## src/rtl/model_stream_pkg.sv

```systemverilog
// Shared types and helpers for the conv-model stream driver.
package model_stream_pkg;

  typedef enum logic [2:0] {
    ST_IDLE,
    ST_LOAD,
    ST_GAP,
    ST_STREAM,
    ST_FIN
  } state_t;

  localparam int KERNEL_BYTE_MSB = 7;
  localparam int WORD_W          = 32;

  function automatic logic [WORD_W-1:0] sext8_to_32(input logic [KERNEL_BYTE_MSB:0] b);
    return {{(WORD_W-KERNEL_BYTE_MSB-1){b[KERNEL_BYTE_MSB]}}, b};
  endfunction

endpackage

```

## src/rtl/pix_prefetch_fifo.sv

```systemverilog
// Two-entry pixel prefetch FIFO with synchronous flush; head is visible on o_data.
module pix_prefetch_fifo #(
  parameter int W = 24
) (
  input  logic         clk,
  input  logic         rst_n,
  input  logic         i_flush,
  input  logic         i_push,
  input  logic         i_pop,
  input  logic [W-1:0] i_data,
  output logic [W-1:0] o_data,
  output logic [1:0]   o_count
);

  logic [W-1:0] r_mem [2];
  logic         r_wr_ptr;
  logic         r_rd_ptr;
  logic [1:0]   r_count;

  // NOTE: storage is not reset; validity is carried entirely by r_count and the pointers.
  always_ff @(posedge clk) begin
    if (i_push) r_mem[r_wr_ptr] <= i_data;
  end

  // NOTE: sequential state uses non-blocking assignments so every register samples pre-edge values.
  always_ff @(posedge clk) begin
    if (!rst_n || i_flush) begin
      r_wr_ptr <= 1'b0;
      r_rd_ptr <= 1'b0;
      r_count  <= 2'd0;
    end else begin
      if (i_push) r_wr_ptr <= !r_wr_ptr;
      if (i_pop)  r_rd_ptr <= !r_rd_ptr;
      case ({i_push, i_pop})
        2'b10:   r_count <= r_count + 2'd1;
        2'b01:   r_count <= r_count - 2'd1;
        default: r_count <= r_count;
      endcase
    end
  end

  assign o_data  = r_mem[r_rd_ptr];
  assign o_count = r_count;

endmodule

```

## src/rtl/model_stream_driver.sv

```systemverilog
// Feeds the conv model: optional parameter image from ROM, then one or more
// pixel frames from pixel memory through a two-entry prefetch FIFO.
module model_stream_driver
  import model_stream_pkg::*;
#(
  parameter int IN_CHANNEL   = 3,
  parameter int PIXELS       = 65536,
  parameter int NUM_PARAMS   = 449,
  parameter int KERNEL_WORDS = 432,
  parameter int PARAM_BASE   = 0,
  parameter int PIX_AW       = 16,
  parameter int PRM_AW       = 10
) (
  input  logic                    clk,
  input  logic                    rst_n,
  input  logic                    start,
  input  logic                    reload_params,
  input  logic [7:0]              num_frames,
  input  logic                    abort,
  output logic                    prm_rd_en,
  output logic [PRM_AW-1:0]       prm_rd_addr,
  input  logic [31:0]             prm_rd_data,
  output logic                    pix_rd_en,
  output logic [PIX_AW-1:0]       pix_rd_addr,
  input  logic [8*IN_CHANNEL-1:0] pix_rd_data,
  output logic                    weight_wr_en,
  output logic [31:0]             weight_wr_addr,
  output logic [31:0]             weight_wr_data,
  output logic [8*IN_CHANNEL-1:0] i_data,
  output logic                    i_valid,
  input  logic                    fifo_rd_en,
  input  logic                    fifo_almost_full,
  output logic                    busy,
  output logic                    done,
  output logic [7:0]              frame_idx
);

  localparam int                PIX_W    = 8*IN_CHANNEL;
  localparam logic [PIX_AW-1:0] LAST_PIX = PIX_AW'(PIXELS-1);
  localparam logic [PRM_AW-1:0] LAST_PRM = PRM_AW'(NUM_PARAMS-1);

  state_t              r_state, w_next;
  logic [PRM_AW-1:0]   r_prm_cnt, r_wr_idx;
  logic                r_prm_pend, r_gap_cnt;
  logic [PIX_AW-1:0]   r_fetch_addr, r_pop_addr;
  logic [7:0]          r_fetch_frame, r_frame_idx, r_last_frame;
  logic                r_fetch_done, r_pix_pend, r_final;
  logic                r_i_valid;
  logic [PIX_W-1:0]    r_i_data;

  logic [PIX_W-1:0]    w_fifo_data;
  logic [1:0]          w_fifo_count;
  logic [2:0]          w_occ;
  logic                w_start, w_prm_rd, w_pix_rd, w_pop, w_flush;

  assign w_start  = (r_state == ST_IDLE) && start && !abort;
  assign w_prm_rd = (r_state == ST_LOAD);
  assign w_flush  = !rst_n || abort;
  assign w_pop    = (r_state == ST_STREAM) && fifo_rd_en && !fifo_almost_full
                    && (w_fifo_count != 2'd0);
  // Occupancy counts the slot freed by this cycle's pop, so a pop and a read overlap at full rate.
  assign w_occ    = 3'(w_fifo_count) + 3'(r_pix_pend) - 3'(w_pop);
  assign w_pix_rd = (r_state == ST_STREAM) && !r_fetch_done && (w_occ < 3'd2);

  pix_prefetch_fifo #(.W(PIX_W)) u_fifo (
    .clk     (clk),
    .rst_n   (rst_n),
    .i_flush (w_flush),
    .i_push  (r_pix_pend),
    .i_pop   (w_pop),
    .i_data  (pix_rd_data),
    .o_data  (w_fifo_data),
    .o_count (w_fifo_count)
  );

  always_ff @(posedge clk) begin
    if (!rst_n) r_state <= ST_IDLE;
    else        r_state <= w_next;
  end

  // NOTE: w_next takes a default before the case so no path leaves it unassigned (no latch).
  always_comb begin
    w_next = r_state;
    case (r_state)
      ST_IDLE:   if (start) w_next = reload_params ? ST_LOAD : ST_STREAM;
      ST_LOAD:   if (r_prm_cnt == LAST_PRM) w_next = ST_GAP;
      ST_GAP:    if (r_gap_cnt) w_next = ST_STREAM;
      ST_STREAM: if (r_final) w_next = ST_FIN;
      ST_FIN:    w_next = ST_IDLE;
      default:   w_next = ST_IDLE;
    endcase
    if (abort) w_next = ST_IDLE;
  end

  always_ff @(posedge clk) begin
    if (!rst_n || abort) begin
      r_prm_cnt     <= '0;
      r_wr_idx      <= '0;
      r_prm_pend    <= 1'b0;
      r_gap_cnt     <= 1'b0;
      r_fetch_addr  <= '0;
      r_pop_addr    <= '0;
      r_fetch_frame <= '0;
      r_last_frame  <= '0;
      r_fetch_done  <= 1'b0;
      r_pix_pend    <= 1'b0;
      r_final       <= 1'b0;
      r_i_valid     <= 1'b0;
      if (!rst_n) begin
        r_frame_idx <= '0;
        r_i_data    <= '0;
      end
    end else begin
      r_prm_pend <= w_prm_rd;
      r_wr_idx   <= r_prm_cnt;
      r_pix_pend <= w_pix_rd;
      r_i_valid  <= w_pop;
      if (w_pop) r_i_data <= w_fifo_data;

      if (w_start) begin
        r_prm_cnt     <= '0;
        r_gap_cnt     <= 1'b0;
        r_fetch_addr  <= '0;
        r_fetch_frame <= '0;
        r_fetch_done  <= 1'b0;
        r_pop_addr    <= '0;
        r_frame_idx   <= '0;
        r_final       <= 1'b0;
        r_last_frame  <= (num_frames == 8'd0) ? 8'd0 : num_frames - 8'd1;
      end

      if (w_prm_rd) r_prm_cnt <= r_prm_cnt + PRM_AW'(1);
      if (r_state == ST_GAP) r_gap_cnt <= 1'b1;

      if (w_pix_rd) begin
        if (r_fetch_addr == LAST_PIX) begin
          r_fetch_addr <= '0;
          if (r_fetch_frame == r_last_frame) r_fetch_done  <= 1'b1;
          else                               r_fetch_frame <= r_fetch_frame + 8'd1;
        end else begin
          r_fetch_addr <= r_fetch_addr + PIX_AW'(1);
        end
      end

      if (w_pop) begin
        if (r_pop_addr == LAST_PIX) begin
          r_pop_addr <= '0;
          if (r_frame_idx == r_last_frame) r_final     <= 1'b1;
          else                             r_frame_idx <= r_frame_idx + 8'd1;
        end else begin
          r_pop_addr <= r_pop_addr + PIX_AW'(1);
        end
      end
    end
  end

  assign prm_rd_en      = w_prm_rd;
  assign prm_rd_addr    = w_prm_rd ? r_prm_cnt : '0;
  assign pix_rd_en      = w_pix_rd;
  assign pix_rd_addr    = w_pix_rd ? r_fetch_addr : '0;
  assign weight_wr_en   = r_prm_pend;
  assign weight_wr_addr = r_prm_pend ? WORD_W'(PARAM_BASE) + WORD_W'(r_wr_idx) : '0;
  assign weight_wr_data = !r_prm_pend ? '0 :
                          (WORD_W'(r_wr_idx) < WORD_W'(KERNEL_WORDS))
                            ? sext8_to_32(prm_rd_data[KERNEL_BYTE_MSB:0])
                            : prm_rd_data;
  assign i_data         = r_i_data;
  assign i_valid        = r_i_valid;
  assign busy           = (r_state != ST_IDLE);
  assign done           = (r_state == ST_FIN);
  assign frame_idx      = r_frame_idx;

endmodule

```

## config.mk

```make
export PLATFORM = sky130hd
export DESIGN_NAME = model_stream_driver
export DESIGN_NICKNAME = d
export VERILOG_FILES = /design/src/rtl/model_stream_pkg.sv /design/src/rtl/pix_prefetch_fifo.sv /design/src/rtl/model_stream_driver.sv
export SDC_FILE = /design/constraint.sdc
export NUM_CORES = 1
export LEC_CHECK = 0
export CORE_MARGIN = 2
export CORE_UTILIZATION = 30
export DETAILED_ROUTE_END_ITERATION = 7
export PLACE_DENSITY = 0.53
export SETUP_SLACK_MARGIN = 0.1
export SLEW_MARGIN = 0
export SYNTH_ARGS = -nofsm -noshare
export SYNTH_HDL_FRONTEND = slang
export SYNTH_SLANG_ARGS = --single-unit
```

## constraint.sdc

```tcl
create_clock -name clk -period 3.65 [get_ports clk]
set_clock_uncertainty 0.05 [all_clocks]
set_input_delay 0.73 -clock clk [delete_from_list [all_inputs] [get_ports clk]]
set_output_delay 0.73 -clock clk [all_outputs]
set_load 0.1 [all_outputs]
```

# Word level (Yosys, flattened, before mapping)
# Memories as Yosys holds them, arrays and structs flattened. A register that Yosys moved wholly into a read port is not among the register bits.
# Index checks and enable logic that the tools add are counted.
# W data, S select, Z words.
op_classes:
  n_bitwise: 1
  order_cmp: 2
  eq_ne: 16
  n_reduce_logical: 28
  addsub: 10
  mux: 47
ops:
  columns: ["cell", "n"]
  rows:
  - ["$mux W16", 6]
  - ["$mux W8", 11]
  - ["$mux W24", 3]
  - ["$mux W32", 2]
  - ["$mux W10", 4]
  - ["$add A16 B1 Y16 const B", 2]
  - ["$eq A16 B16 Y1 const B", 2]
  - ["$add A8 B1 Y8 const B", 2]
  - ["$eq A8 B8 Y1", 2]
  - ["$mux W1", 14]
  - ["$reduce_bool A2 Y1", 7]
  - ["$mux W3", 4]
  - ["$pmux W3 S4", 1]
  - ["$add A10 B1 Y10 const B", 1]
  - ["$eq A10 B9 Y1 const B", 1]
  - ["$lt A10 B9 Y1 const B", 1]
  - ["$logic_not A8 Y1", 1]
  - ["$ne A2 B2 Y1 const B", 4]
  - ["$sub A8 B1 Y8 const B", 1]
  - ["$logic_and A1 B1 Y1", 7]
  - ["$eq A3 B2 Y1 const B", 2]
  - ["$logic_not A1 Y1", 6]
  - ["$pmux W2 S2", 1]
  - ["$reduce_and A4 Y1", 1]
  - ["other kinds (17)", 18]
totals:
  input_bits: 71
  ff_bits: 113
  output_inout_bits: 128
  ramBits: 48
  word_cells: 123
  mem_count: 1
mem_list:
  columns: ["name", "words", "word_bits", "rd", "rd_clocked_by_memory_dff", "wr", "line_no", "source"]
  rows:
  - ["u_fifo.r_mem", 2, 24, 1, 1, 1, "pix_prefetch_fifo.sv:15", "logic [W-1:0] r_mem [2];"]

# Logic depth before layout (Yosys ltp)
depth:
  word_depth: 8
  mapped_depth: 14
  mapped_depth_nobuf: 11

# By module
# From an unflattened synthesis, not the netlist that was laid out.
hier_totals:
  cells_unflattened: 793
  area_unflattened_um2: 8002.7
by_module_without_submodules:
  columns: ["mod", "cells_per_inst", "seq_area_each_um2", "instances", "area_each_um2"]
  rows:
  - ["model_stream_driver", 697, 2502.4, 1, 6074.6]
  - ["pix_prefetch_fifo", 96, 1541.5, 1, 1928.1]

# Least setup slack after synthesis
# Ideal clock, no wire load.
synth_path:
  kind: "input port to output port"
  from: "input fifo_almost_full"
  to: "output pix_rd_addr[10]"
  required_time_ps: 2870
  n_path_buf: 3
  setup_slack_ps: -1768
  path_stages: 12
  arrival_ps: 4638
  path_cell_list: "nand2b_1 > or3_1 > clkbuf_1 > o21ai_0 > nand2_1 > fa_1 > nor2b_1 > nand3_1 > inv_1 > clkbuf_1 > clkbuf_1 > and2_1"
synth_between:
  elab_chain_cells: 7
synth_rtl:
  columns: ["item", "line_no", "source"]
  rows:
  - ["start, declared", "model_stream_driver.sv:32", "input logic fifo_almost_full,"]
  - ["$logic_not A1 Y1", "model_stream_driver.sv:59", "assign w_pop = (r_state == ST_STREAM) && fifo_rd_en && !fifo_almost_full"]
  - ["$logic_and A1 B1 Y1", "model_stream_driver.sv:59", null]
  - ["$logic_and A1 B1 Y1", "model_stream_driver.sv:60", "&& (w_fifo_count != 2'd0);"]
  - ["$sub A3 B1 Y3", "model_stream_driver.sv:62", "assign w_occ = 3'(w_fifo_count) + 3'(r_pix_pend) - 3'(w_pop);"]
  - ["$lt A3 B2 Y1", "model_stream_driver.sv:63", "assign w_pix_rd = (r_state == ST_STREAM) && !r_fetch_done && (w_occ < 3'd2);"]
  - ["$logic_and A1 B1 Y1", "model_stream_driver.sv:63", null]
  - ["net pix_rd_en", "model_stream_driver.sv:23", "output logic pix_rd_en,"]
  - ["$mux W16", "model_stream_driver.sv:160", "assign pix_rd_addr = w_pix_rd ? r_fetch_addr : '0;"]
  - ["end, declared", "model_stream_driver.sv:24", "output logic [PIX_AW-1:0] pix_rd_addr,"]
# The timed path passes the listed nets, and every way through them passes these cells.

# Worst setup path after layout
layout_path:
  from: "input fifo_almost_full"
  to: "output pix_rd_addr[8]"
layout_between:
  elab_chain_cells: 7
layout_rtl:
  columns: ["item", "line_no"]
  rows:
  - ["$logic_not A1 Y1", "model_stream_driver.sv:59"]
  - ["$logic_and A1 B1 Y1", "model_stream_driver.sv:59"]
  - ["$logic_and A1 B1 Y1", "model_stream_driver.sv:60"]
  - ["$sub A3 B1 Y3", "model_stream_driver.sv:62"]
  - ["$lt A3 B2 Y1", "model_stream_driver.sv:63"]
  - ["$logic_and A1 B1 Y1", "model_stream_driver.sv:63"]
  - ["$mux W16", "model_stream_driver.sv:160"]
# No other way between the ends.

==> metrics.md <==
| Metric | Value |
|---|---|
| Status | finished, violations left |
| Failing checks | negative setup slack |
| Sequential-to-total area share from yosys stat | 0.515 |
| Crit path largest cell delay | 0.52 ns |
| Initial antenna violation count | 0 |
| Starting density of the core | 0.303 |
| GRT overflow | 0 |
| Diode count | 0 |
| Routed vias | 6362 |
| CTS sink cnt | 162 |
| Crit Path Max Fanout | 3 |
| Largest net degree at the start of global routing | 51 |
| Top cells by area, synth | edfxtp_1 31%, dfxtp_1 21%, nor2_1 4.5%, and2_1 4.0%, mux2i_1 3.7% |
| Post-Route WL | 19700 um |
| HP Class | reg2reg |
| Cells on worst reg2reg path | 13 |
| CP top delay family | simple AND/OR/NAND/NOR gates |
| Crit start category | input port |
| Ports | 199 |
| TritonCTS Buffers | 17 |
| Clock power frac | 0.419 |
| Min-Delay Endpoint | r_gap_cnt |
| Register share of total power | 0.454 |
| Least-Margin Pin Slew | 0.998 ns |
| Hold Fails Final Rpt | 0 |
| Buf+Inv Stages, Crit Path | 3 |
| Syn_area_per_cell | 9.86 um^2 |
| Post-synthesis register bit count | 162 |
| Core Area | 0.0259 mm^2 |
| Worst r2r src | r_state[2] |
| Placed Area | 0.0104 mm^2 |
| Min-delay src | r_gap_cnt |
| Cell taking the most area after synthesis | edfxtp_1 |
| Die X-Extent | 166 um |
| Part of the power in combinational logic | 0.127 |
| Die height | 166 um |
| Clock Latency Late Sink | 0.43 ns |
| Tcrit/Tclk final | 1.01 |
| Worst Setup Path Type | in2out |
| I/O Buffers | 176 |
| CTS tree | done |
| CTS H-tree depth | 4 |
| Post-synth top area share | 0.306 |
| Row Count | 59 |
| Hold buffers post-CTS | 0 |
| Layout area overhead | 41.6% |
| Number of enable flip-flop cells after synthesis | 80 |
| RSZ-0062 raised after global routing | true |
| Fin nets | 1067 |
| WL per Instance | 14.7 um |
| Post-synth cell types | 60 |
| Achievable clock frequency | 270 MHz |
| Max-slew headroom | 0.333 |
| Routed Antenna Nets | 0 |
| HPWL Detailed | 13600 um |
| Worst r2r dst | r_fetch_addr[5] |
| DRC | 0 |
| Slowest stage cell, crit path | fa_2 |
| FILL cells | 2485 |
| Sw Pwr | 0.00128 W |
| Vias in the first global route | 6069 |
| Cells after Synth | 796 |
| Initial DRT Pass Iterations | 4 |
| Critical path, cell by cell | buf_6 > nand2b_4 > or3_4 > o21ai_4 > nand2_2 > fa_2 > nor2b_4 > nand3_4 > buf_8 > nor2_4 > buf_12 |
| VDD IR-drop max | 261 uV |
| First-pass GRT wire length | 32300 um |
| GPL Wtd Cong | 0.774 |
| Clock root buffer master | clkbuf_16 |
| WP depth | 11 |
| Synth Warn # | 0 |
| Layout cells sized above 1 | 0.197 |
| GRT Overall Usage | 0.143 |
| Sw Ratio | 0.298 |
| Max_cap viols | 0 |
| Flop-to-flop setup slack | 0.34 ns |
| Critical path arrival | 2.92 ns |
| Clock tree buffer depth | 2 |
| Final worst path period need | 3.70 ns |
| DR iter-0 viols | 239 |
| Vias per std cell | 4.76 |
| Cell-internal power | 0.00301 W |
| Setup crit end kind | output pin |
| Fin area | 0.0111 mm^2 |
| Die ar. | 0.0275 mm^2 |
| Share of flip-flops with an asynchronous set or reset | 0 |
| Setup ws final | -0.0478 ns |
| Mapped Area | 0.00785 mm^2 |
| WP data required | 2.87 ns |
| Lkg Pwr | 3.96 nW |
| Post-synth top flop | dfxtp_1 |
| Max-slew violation count | 0 |
| Power Density | 386 mW/mm^2 |
| Min-Delay Path Depth | 2 |
| Hold slack | 0.447 ns |
| Fin util | 0.429 |
| Final Setup Violations | 16 |
| Reg clk slew, reported paths | 0.07 ns |
==> final cells by class <==
type                    instances  area, um^2  area share
flip-flops and latches        162        4050       0.364
repair buffers                211        2350       0.212
inverters                      14        57.6     0.00518
clock inverters                15         171      0.0154
well taps                     335         419      0.0377
multi-input cells             581        3630       0.327
repair inverters                1        8.76    0.000788
clock buffers                  17         425      0.0383
==> cells in the final DEF (no fill, tap or decap), types with 6 or more instances in the layout <==
cell type / netlist / layout
a21boi_0: 24 / 22
mux2i_1: 29 / 29
and2_4: 0 / 14
inv_8: 0 / 7
inv_1: 14 / 13
a21o_1: 9 / 9
or3_1: 9 / 8
a21oi_1: 39 / 39
nand3_1: 32 / 31
xnor2_1: 28 / 27
clkbuf_16: 0 / 17
nand2b_1: 10 / 8
xor2_1: 9 / 9
a2bb2oi_1: 6 / 6
and2_1: 50 / 36
nor3_1: 21 / 20
dfxtp_1: 82 / 79
conb_1: 1 / 22
nand4_1: 20 / 20
nor2_1: 95 / 93
buf_4: 23 / 72
nand2_1: 44 / 43
and3_1: 8 / 8
ha_1: 7 / 7
edfxtp_1: 80 / 80
o21ai_0: 48 / 47
buf_12: 0 / 42
clkdlybuf4s50_1: 0 / 93
==> power groups by stage <==
| stage | clock network, W | logic [W] | registers (W) |
|---|---|---|---|
| floorplan | 0 | 0.000265 | 0.00211 |
| global placement | 0 | 0.000544 | 0.00199 |
| detailed placement | 0 | 0.000545 | 0.00199 |
| CTS | 0.00185 | 0.000548 | 0.00195 |
| global route | 0.00193 | 0.000570 | 0.00195 |
| finish | 0.00180 | 0.000544 | 0.00195 |
==> registers in the layout, summed over array words and instances, names as in the netlist, 2 cells and up, named ones only <==
name,count
r_fetch_frame,8
r_last_frame,8
r_state,3
frame_idx,8
u_fifo.o_count,2
r_pop_addr,16
u_fifo.r_mem,48
r_prm_cnt,10
r_wr_idx,10
i_data,24
r_fetch_addr,16
==> metal layers <==
layer / GRT usage / vias up / share of wire
li1: - / 3188 / -
met1: 0.189 / 2989 / 0.46
met2: 0.235 / 169 / 0.47
met3: 0.0381 / 16 / 0.057
met4: 0.0371 / 0 / 0.011
met5: 0 / - / 0
==> synth_stat cells (all sizes together) (7+ instances only) <==
master  count
o21ai      49
clkbuf     32
dfxtp      82
nor3       21
ha          7
mux2i      29
nand2b     10
nand3      32
a21boi     24
a21oi      39
edfxtp     80
or3         9
xnor2      28
nor2       95
inv        14
xor2        9
and2       50
buf        28
and3        8
nand4      20
nand2      44
a21o        9
==> cell families (layout without fill, tap and decap cells) <==
family	Yosys count	count (layout)	share of synthesized area
DFF	162	162	0.515
other	1	22	0.000478
xor gates and xnor gates	37	37	0.0413
muxes	33	33	0.0427
buffers and inverters	74	258	0.0478
AOI/OAI and AO/OA	159	159	0.127
adders and majority gates	8	8	0.0137
and+or+nand+nor	322	322	0.212
==> how the worst max path moves through the flow <==
stage,from,endpoint,slack [ns]
after detailed placement,fifo_rd_en,r_fetch_addr[5],-0.60
final,fifo_almost_full,pix_rd_addr[8],-0.05
after global placement,fifo_rd_en,r_fetch_addr[5],-0.54
after floorplan,weight_wr_en,weight_wr_data[10],-0.63
after CTS,fifo_almost_full,pix_rd_addr[9],-0.05
after global routing,r_state[2],pix_rd_addr[8],-0.15
==> through the flow <==
stage / power (W) / setup WS, ns / setup TNS, ns / instances
6_report: 0.00429 / -0.0478 / -0.329 / 1336
5_1_grt: 0.00445 / -0.155 / -2.00 / 1336
4_1_cts: 0.00435 / -0.0455 / -0.561 / 1333
3_5_place_dp: 0.00253 / -0.599 / -14.60 / 1297
3_3_place_gp: 0.00253 / -0.537 / -12.71 / 1297
2_1_floorplan: 0.00238 / -0.627 / -15.35 / 817
==> timing repair <==
item | 4_1_cts | 5_1_grt
gates cloned | 1 | 0
setup buffers | 3 | 3
resized for setup | 19 | 5
setup endpoints to repair | 28 | 17
pin swaps | 5 | 7
==> worst min-delay path: cells and delay by family, from the launching register on <==
family             cells  cell delay (ns)
DFF                    1             0.33
AOI/OAI and AO/OA      1             0.06
and+or+nand+nor        1             0.07
No activity file was read; power rests on OpenSTA's default activity.
